### src/rtl/fir_mac_sequencer.sv
// fir_mac_sequencer: Moore control FSM for a 4-tap FIR filter (coeff load, sample shift, MAC chain).
// Optional macro FIR_STICKY_ERR_EN: EIDLE is left only through a coefficient load.
module fir_mac_sequencer #(
  parameter int REG_ADDR_W = 4
) (
  input  logic                  clk,
  input  logic                  n_rst,
  input  logic                  data_ready,
  input  logic                  load_coeff,
  input  logic                  overflow,
  output logic [2:0]            op,
  output logic [REG_ADDR_W-1:0] src1,
  output logic [REG_ADDR_W-1:0] src2,
  output logic [REG_ADDR_W-1:0] dest,
  output logic                  cnt_up,
  output logic                  clear,
  output logic                  modwait,
  output logic                  err
);
  localparam logic [2:0] NOP = 3'd0, COPY = 3'd1, LD_S = 3'd2, LD_C = 3'd3, ADD = 3'd4, SUB = 3'd5, MUL = 3'd6;
  typedef enum logic [4:0] {
    IDLE, LOADC, STORE, ZERO, SORT1, SORT2, SORT3, SORT4,
    MUL1, ADD1, MUL2, SUB2, MUL3, ADD3, MUL4, SUB4, EIDLE
  } state_t;
  state_t state, next;
  logic [1:0] coeff_idx;
  function automatic logic [REG_ADDR_W-1:0] r(input int i);
    return REG_ADDR_W'(i);
  endfunction
  always_ff @(posedge clk or negedge n_rst) begin
    if (!n_rst) begin
      state     <= IDLE;
      coeff_idx <= '0;
    end else begin
      state <= next;
      if (state == LOADC) coeff_idx <= coeff_idx + 2'd1;
    end
  end
  always_comb begin
    next    = IDLE;
    op      = NOP;
    src1    = '0;
    src2    = '0;
    dest    = '0;
    cnt_up  = 1'b0;
    clear   = 1'b0;
    modwait = 1'b1;
    err     = 1'b0;
    case (state)
      IDLE: begin
        modwait = 1'b0;
        next    = load_coeff ? LOADC : data_ready ? STORE : IDLE;
      end
      LOADC: begin
        op    = LD_C;
        dest  = r(6 + int'(coeff_idx));
        clear = coeff_idx == 2'd3;
      end
      STORE: begin
        op   = LD_S;
        dest = r(5);
        next = data_ready ? ZERO : EIDLE;
      end
      ZERO: begin
        op     = SUB;
        cnt_up = 1'b1;
        next   = SORT1;
      end
      SORT1: begin op = COPY; src1 = r(3); dest = r(4); next = SORT2; end
      SORT2: begin op = COPY; src1 = r(2); dest = r(3); next = SORT3; end
      SORT3: begin op = COPY; src1 = r(1); dest = r(2); next = SORT4; end
      SORT4: begin op = COPY; src1 = r(5); dest = r(1); next = MUL1; end
      MUL1:  begin op = MUL; src1 = r(1); src2 = r(6); dest = r(10); next = ADD1; end
      ADD1:  begin op = ADD; src2 = r(10); next = overflow ? EIDLE : MUL2; end
      MUL2:  begin op = MUL; src1 = r(2); src2 = r(7); dest = r(10); next = SUB2; end
      SUB2:  begin op = SUB; src2 = r(10); next = overflow ? EIDLE : MUL3; end
      MUL3:  begin op = MUL; src1 = r(3); src2 = r(8); dest = r(10); next = ADD3; end
      ADD3:  begin op = ADD; src2 = r(10); next = overflow ? EIDLE : MUL4; end
      MUL4:  begin op = MUL; src1 = r(4); src2 = r(9); dest = r(10); next = SUB4; end
      SUB4:  begin op = SUB; src2 = r(10); next = overflow ? EIDLE : IDLE; end
      EIDLE: begin
        modwait = 1'b0;
        err     = 1'b1;
`ifdef FIR_STICKY_ERR_EN
        next    = load_coeff ? LOADC : EIDLE;
`else
        next    = load_coeff ? LOADC : data_ready ? STORE : EIDLE;
`endif
      end
      default: modwait = 1'b0;
    endcase
  end
endmodule

### config.mk
export PLATFORM = sky130hd
export DESIGN_NAME = fir_mac_sequencer
export DESIGN_NICKNAME = d
export VERILOG_FILES = /design/src/rtl/fir_mac_sequencer.sv
export SDC_FILE = /design/constraint.sdc
export NUM_CORES = 1
export LEC_CHECK = 0
export ABC_AREA = 1
export ABC_CLOCK_PERIOD_IN_PS = 4000
export BUFFER_PORTS_ARGS = -buffer_cell sky130_fd_sc_hd__buf_2
export CAP_MARGIN = 25
export CELL_PAD_IN_SITES_DETAIL_PLACEMENT = 0
export CELL_PAD_IN_SITES_GLOBAL_PLACEMENT = 1
export CORE_MARGIN = 10
export CORE_UTILIZATION = 24
export CTS_CLUSTER_DIAMETER = 100
export DETAILED_ROUTE_END_ITERATION = 8
export GPL_TIMING_DRIVEN = 0
export PLACE_DENSITY_LB_ADDON = 0.1
export SETUP_SLACK_MARGIN = 0.1
export SLEW_MARGIN = 20
export SYNTH_ARGS = -nofsm -noshare
export SYNTH_HDL_FRONTEND = slang
export SYNTH_SLANG_ARGS = --single-unit
### constraint.sdc
create_clock -name clk -period 4 [get_ports clk]
set_clock_uncertainty 0.1 [all_clocks]
set_input_delay 0.8 -clock clk [delete_from_list [all_inputs] [get_ports clk]]
set_output_delay 0.8 -clock clk [all_outputs]
set_load 0.005 [all_outputs]
# [Word level (Yosys, flattened, before mapping)]
# Cells that the tools add are included.
[totals] ff_bits=7 input_bits=5 out_inout_bits=19 wordCells=49
[op_classes] addsub=2 eq_ne=17 n_mux=18 n_reduce_logical=10
[op_table] operator="$pmux 5 s16" count=1
[op_table] operator="$eq 5x4->1 const B" count=8
[op_table] operator="$mux 5" count=7
[op_table] operator="$pmux 4 s7" count=1
[op_table] operator="$eq 5x3->1 const B" count=4
[op_table] operator="$pmux 4 s5" count=1
[op_table] operator="$pmux 3 s6" count=1
[op_table] operator="$pmux 3 s5" count=1
[op_table] operator="$reduce_or 15->1" count=1
[op_table] operator="$reduce_or 4->1" count=3
[op_table] operator="$eq 5x2->1 const B" count=2
[op_table] operator="$reduce_or 2->1" count=4
[op_table] operator="$eq 5x1->1 const B" count=1
[op_table] operator="$eq 5x5->1 const B" count=1
[op_table] operator="$logic_not 5->1" count=1
[op_table] operator="$add 3x2->4 const A" count=1
[op_table] operator="$mux 1" count=4
[op_table] operator="$mux 2" count=2
[op_table] operator="$reduce_or 3->1" count=1
[op_table] operator="$add 2x1->2 const B" count=1
[op_table] operator="$eq 2x2->1 const B" count=1

# [Logic depth before layout (Yosys ltp)]
# Gate-level depths: netlist of the first run.
[depth] word_depth=3 ltp_mapped=8 depth_no_buf=7

# [Worst setup path before layout of the first run]
# Ideal clock, no wire load.
[synth_path] kind="reg-to-output" startpoint="register state[4]" endpoint="output src1[0]" arrival_time_ns=1.028 slack_ns=2.072 path_stages_with_launch=8 path_buffers=0 cell_sequence="dfrtp_1 nor2_1 inv_2 nor2_2 nand2_2 nand2_1 nor2_2 nand2_1"
[synth_between] elab_chain_cells=3 elab_cells_between_ends=12 classes_between="8 x eq/ne; 1 x mux; 3 x reduce/logical"
[synth_rtl] element="start: declaration" line="25" rtl="state_t state, next;"
[synth_rtl] element="start signal: assignment" line="35" rtl="state <= next;"
[synth_rtl] element="$eq 5x4->1 / $eq 5x3->1 (equally long branches)" line="49" rtl="case (state)"
[synth_rtl] element="$reduce_or 2->1 (no line)"
[synth_rtl] element="$pmux 3 s5 *" line="49"
[synth_rtl] element="end: declaration" line="12" rtl="output logic [REG_ADDR_W-1:0] src1,"
# Mark *: on every way between the ends. The rest lies on a longest branch, timed or not.

# [Final worst setup path of the first run]
[layout_path] startpoint="register state[4]" endpoint="output dest[0]"
[layout_between] elab_chain_cells=3 elab_cells_between_ends=12 classes_between="10 x eq/ne; 1 x mux; 1 x reduce/logical"
[layout_rtl] element="$eq 5x4->1" line="49"
[layout_rtl] element="$reduce_or 4->1 (no line)"
[layout_rtl] element="$pmux 4 s7 *" line="49"
[layout_rtl] element="end: declaration" line="14" rtl="output logic [REG_ADDR_W-1:0] dest,"
# Marks and branches as above.

==> summary.md, run 1 <==
Proportion of synthesized chip area in sequential cells: 0.247. Leaving out fill and tap cells, the most frequent cells in the layout are nand2_1 (27), buf_2 (22), nor2_1 (14), nand3_1 (14), inv_1 (12). Count of unresolved DRC violations after routing: 0.

The post-route clock period utilization was 0.606. The logs give 24 for the number of I/O pins and 0.0849 for the global-route usage over all layers. IR analysis of the VDD net gives a maximum drop of 235 µV. Post-detailed-route wirelength per cell: 13.3 µm. The max capacitance violation total was 0. The switching power as a share of total power works out to 0.516.

Setup repair after global routing left no endpoint under its margin. The logs give 0.767 for the weighted congestion at the end of routability-driven global placement and 0 for the remaining antenna violation count after routing. The portion of synthesized cell area occupied by the leading cell type came out at 0.247. The signal on the critical path passes through inv_2 > nand2_2 > nor2_2 > nand2_4 > inv_4 > nand2_1 > nand4_1 > buf_2. The kind of critical path is flip-flop to primary output.

Among cell families on the critical path, the largest total delay comes from flip-flops. The routed design could run at a clock period as short as 2.43 ns. The net load switching power is 310 µW, and the number of rows in the core area is 19.

From bottom edge to top edge, the die measures 74.4 µm. The area growth from synthesis to layout is 24.7%. The critical path endpoint category was a primary output. TritonCTS created 3 clock buffers. Wire length of the first global-routing pass: 3750 µm. Maximum clock rate: 412 MHz.

The power share of the sequential group was 0.235. The total of hold buffers inserted after clock tree synthesis was 0. The number of distinct library cell variants in the gate-level netlist after synthesis is 22, and the peak fanout along the critical path is 7. After detailed routing, the number of vias per cell comes to 4.67. The initial antenna violation count is 0. The cell at the slowest stage of the critical path was dfrtp_1. Data on the critical path is required at its endpoint by 3.10 ns.

The worst setup path is launched from a flip-flop. The cell count after synthesis is 112. The run gives 0 as the total of cells resized after clock tree synthesis. The run gives 9 as the maximum number of pins on one net before global-route repair. The final setup TNS was 0 ns.

The count of nets after finishing is 145, and the number of failing hold endpoints at the final stage is 0. Data on the critical path arrives at its endpoint at 1.53 ns. The number of buffers and inverters on the critical path is 3. The die covers 5530 µm².

The HPWL after detailed placement is 1890 µm. Fraction of final layout cells sized beyond drive strength 1: 0.370. The library cell used most frequently in the layout, excluding fill and tap cells, is nand2_1. For the placement-stage worst setup slack, the log shows 1.85 ns. TritonCTS built the clock tree. For the total vias in the final route, the log shows 789.

The library cell with the largest summed area after synthesis was dfrtp_1. The clock-pin slew of the registers on the worst-case setup and hold paths works out to 0.06 ns. The power density of the placed cells was 678 nW/µm². The flow ran to the end, and the final reports show no timing, DRC or antenna violations. Setup slack on the critical path of the routed design comes to 1.57 ns. The post-synthesis net count was 118; the number of global-route vias before repair was 806. The number of H-tree branching levels was 1; the core footprint was 2780 µm². The x dimension of the die is 74.4 µm, and the worst-skew pair later-pin latency is 0.26 ns. Yosys attributes the largest share of cell area to dfrtp_1 (25%), nand2_1 (14%), nand3_1 (9.9%), nor2_1 (7.4%), inv_1 (6.3%).

The number of setup buffers added after CTS is 0. Counting every sink on the clock net gives 7. The portion of total power attributed to the clock network was 0.115; the number of warning messages in the yosys log was 0.

The tree is rooted in a clkbuf_4. The total of endpoints with negative setup slack in the final report was 0. Cell internal power was estimated by the tool at 290 µW. The flip-flop and latch count after synthesis came out at 7. The mapped netlist covers 709 µm². Highest cell delay on the worst timing path: 0.49 ns.

Summed over all layers, the routed wires come to 2250 µm. Summed over all layers, the global routing overflow is 0. The number of placed instances, taps included, is 165. The path type of the worst min-delay path is input port to asynchronous set/reset pin.

The worst-case clock buffer depth was 2. The first TritonRoute pass finished after 4 iterations. The max-slew violation count was 0; the synthesized area per cell was 6.33 µm².

The run gives 0 as the number of antenna cells inserted. For the leakage power of the design, the log shows 0.565 nW. The initial DRC count was 54; the port buffer count was 22. The logs give 169 for the post-layout instance count excluding filler cells and 0.649 for the combinational fraction of design power. The starting utilization of the core area came out at 0.255.
==> cells by family (layout without fill, tap and decap cells) <==
kind of cell	after synthesis	count (layout)	share of synthesized area
compound gates	7	7	0.0635
xor+xnor	1	1	0.0123
fa+ha+maj	1	1	0.0176
buf+inv	20	46	0.120
flops	7	7	0.247
other cells	1	1	0.00529
simple gates	75	75	0.534
==> state kept, by name, indices dropped and copies added, names as in the netlist <==
name,cells
coeff_idx,2
state,5
==> per-stage QoR <==
stage	util	total power, mW	area [µm²]	hold WS (ns)
3_3_place_gp	0.309	0.544	858	0.410
4_1_cts	0.318	0.614	885	0.280
2_1_floorplan	-	0.400	709	0.373
6_report	0.318	0.600	885	0.284
5_1_grt	0.318	0.673	885	0.286
3_5_place_dp	0.309	0.541	858	0.408
==> power by group through the flow <==
stage / Clock (mW) / Sequential (mW) / Combinational (mW)
after floorplan: 0 / 0.132 / 0.268
after global placement: 0 / 0.145 / 0.400
after detailed placement: 0 / 0.142 / 0.399
after CTS: 0.0712 / 0.141 / 0.401
after global routing: 0.0758 / 0.146 / 0.451
final: 0.0692 / 0.141 / 0.389
==> layer usage <==
metal | global-route usage | part of all wire
met1 | 0.113 | 0.49
met2 | 0.123 | 0.43
met3 | 0.0332 | 0.080
met4 | 0.0244 | 0.0040
met5 | 0 | 0
==> Yosys cell counts, drive strengths merged <==
| library cell | instances |
|---|---|
| a41oi | 1 |
| buf | 2 |
| conb | 1 |
| dfrtp | 7 |
| ha | 1 |
| inv | 18 |
| nand2 | 34 |
| nand3 | 14 |
| nand4 | 3 |
| nor2 | 23 |
| nor3 | 1 |
| o211ai | 1 |
| o21ai | 5 |
| xnor2 | 1 |
==> worst paths after layout <==
check,startpoint,endpoint,slack (ns),depth (start not counted)
min reg2reg,coeff_idx[0]$_DFFE_PN0N_,coeff_idx[0]$_DFFE_PN0N_,0.42,1
min in group clk,coeff_idx[0]$_DFFE_PN0N_,coeff_idx[0]$_DFFE_PN0N_,0.42,1
max,state[4]$_DFF_PN0_,dest[0],1.57,8
min,n_rst,state[0]$_DFF_PN0_,0.28,1
max in group asynchronous,n_rst,state[3]$_DFF_PN0_,3.33,1
max reg2reg,state[4]$_DFF_PN0_,state[3]$_DFF_PN0_,2.65,7
==> layout make-up <==
type                    count  area, µm²
repair buffers             22        110
well taps                  31       38.8
multi-input cells          85        449
plain buffers               2       15.0
flip-flops and latches      7        175
fillers                   318       1900
inverters                  18       70.1
clock buffers               4       26.3
(Power assumes the default switching activity.)
==> run 2: changes to the inputs <==
ABC_CLOCK_PERIOD_IN_PS = 2250   (was 4000)
clock period = 2.25 ns   (was 4 ns; I/O delays follow)
==> run 2 against run 1 <==
  * Global-route usage hardly changed
  * Wire length grew 1.6%
  * Via count up 1.1%
  * Power up 81%
==> summary.md, run 2 (synthesized netlist as in run 1, its figures left out) <==
The flow ran to the end, and the final reports show no timing, DRC or antenna violations. The logs give 419 µV (+78%) for the worst voltage drop across the vdd grid and 0 (unchanged) for the number of antenna cells inserted. The port buffer count works out to 22 (unchanged).

The peak fanout along the critical path works out to 6 (-1). Relative to the synthesized area, the layout overhead comes to 28.2%. Final total power: 1.08 mW (+81%). The tools report the arrival time reported for the critical path endpoint as 1.48 ns (-0.05 ns). Master cell of the clock root buffer: clkbuf_4. The run gives 170 (+0.59%) as the post-layout instance count excluding filler cells.

The final setup TNS is 0 ns (unchanged). The tools report the worst-skew pair later-pin latency as 0.25 ns (about the same). The tools report the source of the worst hold timing path as overflow.

The worst setup path is of the flip-flop to primary output kind. The number of cell instances on the worst register-to-register path was 5 (-2). The remaining antenna violation count after routing is 0 (unchanged).

The hold path depth works out to 3. The count of nets after finishing came out at 146 (+0.69%). The starting utilization of the core area is 0.255 (unchanged), and the maximum number of pins on one net before global-route repair is 9 (unchanged). The tools report the number of I/O pins as 24 (unchanged).

The x dimension of the die came out at 74.4 µm (unchanged). state holds more flip-flops than any other register. The tools report the sum of routed wire length over all layers as 2290 µm (+1.6%). For the global-route usage over all layers, the log shows 0.0851 (+0.000268).

Final global-route overflow total: 0 (unchanged). The core footprint came out at 2780 µm² (unchanged). The capturing point of the worst reg2reg path is state[4]$_DFF_PN0_. The most common library cell in the layout ignoring fill and taps was nand2_1. The total number of clock tree sinks is 7 (unchanged), and the leakage power of the design is 0.567 nW (+0.38%). Fraction of final layout cells sized beyond drive strength 1: 0.396 (+0.0261). The run gives 0 (unchanged) as the max capacitance violation total.

The number of flip-flops under the largest register name works out to 5 (unchanged). The post-route clock period utilization is 0.903. The CTS buffer count came out at 3 (unchanged). The tools report the layout filler cell count as 315 (-0.94%). The power density of the placed cells is 1190 nW/µm² (+76%), and the initial DRC count is 38 (-30%). The weighted congestion at the end of routability-driven global placement is 0.767 (unchanged). The logs give 0 (unchanged) for the initial antenna violation count and 0.343 ns (+0.0589 ns) for the worst hold slack after final layout.

The logs give 1 (unchanged) for the number of H-tree branching levels and 0 (unchanged) for the count of unresolved DRC violations after routing. For the register-to-register setup slack, the log shows 0.92 ns (-1.73 ns). TritonCTS built the clock tree.

The post-detailed-route wirelength per cell is 13.5 µm (+1.0%), and the maximum clock rate is 492 MHz. The die boundary height was 74.4 µm (unchanged). The via density per instance is 4.69 (+0.55%), and the clock-pin slew of the registers on the worst-case setup and hold paths is 0.06 ns (about the same). The number of rows in the core area is 19 (unchanged). The worst setup path is captured at a primary output. The logs give 1.70 ns (-1.40 ns) for the worst endpoint required time and 1890 µm (unchanged) for the HPWL after detailed placement.

Startpoint type of the worst setup path: a flip-flop. The placement-stage cell area was 858 µm² (unchanged). The buffers inserted during post-CTS setup optimization came out at 0 (unchanged). The overall die area was 5530 µm² (unchanged). In this run the critical register-to-register path is launched from state[0]$_DFF_PN0_.

The tightest min-delay check is of the input port to flip-flop type. Wire length of the first global-routing pass: 3760 µm (+0.37%). The number of optimization iterations in the first detailed-route pass is 4 (unchanged), and the clock period minus final worst setup slack is 2.03 ns. Setup repair after global routing left no endpoint under its margin. The total of endpoints with negative setup slack in the final report is 0 (unchanged), and the cell count after placement is 165 (unchanged). The library cells used most frequently in the layout, excluding fill and tap cells, are nand2_1 (27), buf_2 (22), nor2_1 (13), nand3_1 (13), inv_1 (12).

For the area of all placed cells without fillers, the log shows 910 µm² (+2.8%). The worst-case clock buffer depth was 2 (unchanged). The max-slew violation count came out at 0 (unchanged).

The worst min-delay path endpoint was state[4]$_DFF_PN0_. For the total vias in the final route, the log shows 798 (+1.1%). The run gives 805 (-0.12%) as the number of global-route vias before repair. The largest registers in the layout are state x5, coeff_idx x2. The run gives 0 (unchanged) as the number of failing hold endpoints at the final stage.
## run 2: cell count changes in the layout (fill, tap and decap cells not counted)
cell           before  now
dfrtp_1             7    5
dlygate4sd3_1       0    1
nand3_1            14   13
nor2_4              2    3
nor2_1             14   13
dfrtp_2             0    2
nand3_2             0    1
## run 2: routing by layer
metal | vias to the layer above | track usage | wire, µm
met2 | 26 | 0.124 | 979
met5 | - | 0 | 0
met3 | 2 | 0.0346 | 193
met1 | 360 | 0.112 | 1110
met4 | 0 | 0.0244 | 9
li1 | 410 | - | -
## run 2: power breakdown
group	leakage, nW	switching, mW	total, mW	internal (mW)
Clock	0.0150	0.0525	0.121	0.0681
Combinational	0.465	0.427	0.705	0.278
Sequential	0.0870	0.0788	0.257	0.179
## run 2: what timing repair did
item / in CTS / in global routing
endpoints found under the hold margin: 7 / 0
gates resized for setup: 0 / 5
endpoints found under the setup margin: 0 / 5
hold buffers: 1 / 0
## run 2: cell type report
cell class / instances / area, µm² / share of cell area
Multi-Input combinational cell: 85 / 462 / 0.508
Tap cell: 31 / 38.8 / 0.0426
Inverter: 18 / 70.1 / 0.0770
Timing Repair Buffer: 23 / 120 / 0.132
Buffer: 2 / 15.0 / 0.0165
Sequential cell: 7 / 178 / 0.195
Clock buffer: 4 / 26.3 / 0.0289
## run 2: worst max-delay path by stage
| stage | depth (start not counted) | from | end | slack [ns] |
|---|---|---|---|---|
| final | 8 | state[0]$_DFF_PN0_ | src1[0] | 0.22 |
| after global routing | 6 | state[4]$_DFF_PN0_ | op[2] | 0.1 |
| after CTS | 8 | state[4]$_DFF_PN0_ | dest[0] | 0.15 |
| after detailed placement | 8 | state[4]$_DFF_PN0_ | dest[0] | 0.45 |
| after global placement | 8 | state[4]$_DFF_PN0_ | dest[0] | 0.42 |
| after floorplan | 7 | state[4]$_DFF_PN0_ | src1[0] | 0.67 |
## run 2: worst max-delay path, cell delays in order, from the launching register on
cell and delay [ns]:
dfrtp_1 0.47, nor2_1 0.20, inv_2 0.08, nor2_2 0.13, nand2_2 0.08, nand2_1 0.08, nor2_2 0.04, nand2_1 0.04
buf_2 0.10
## run 2: per-stage QoR
stage	util	setup WS [ns]
after floorplan	-	0.672
after global placement	0.309	0.422
after detailed placement	0.309	0.448
after CTS	0.322	0.153
after global routing	0.327	0.0970
final	0.327	0.218
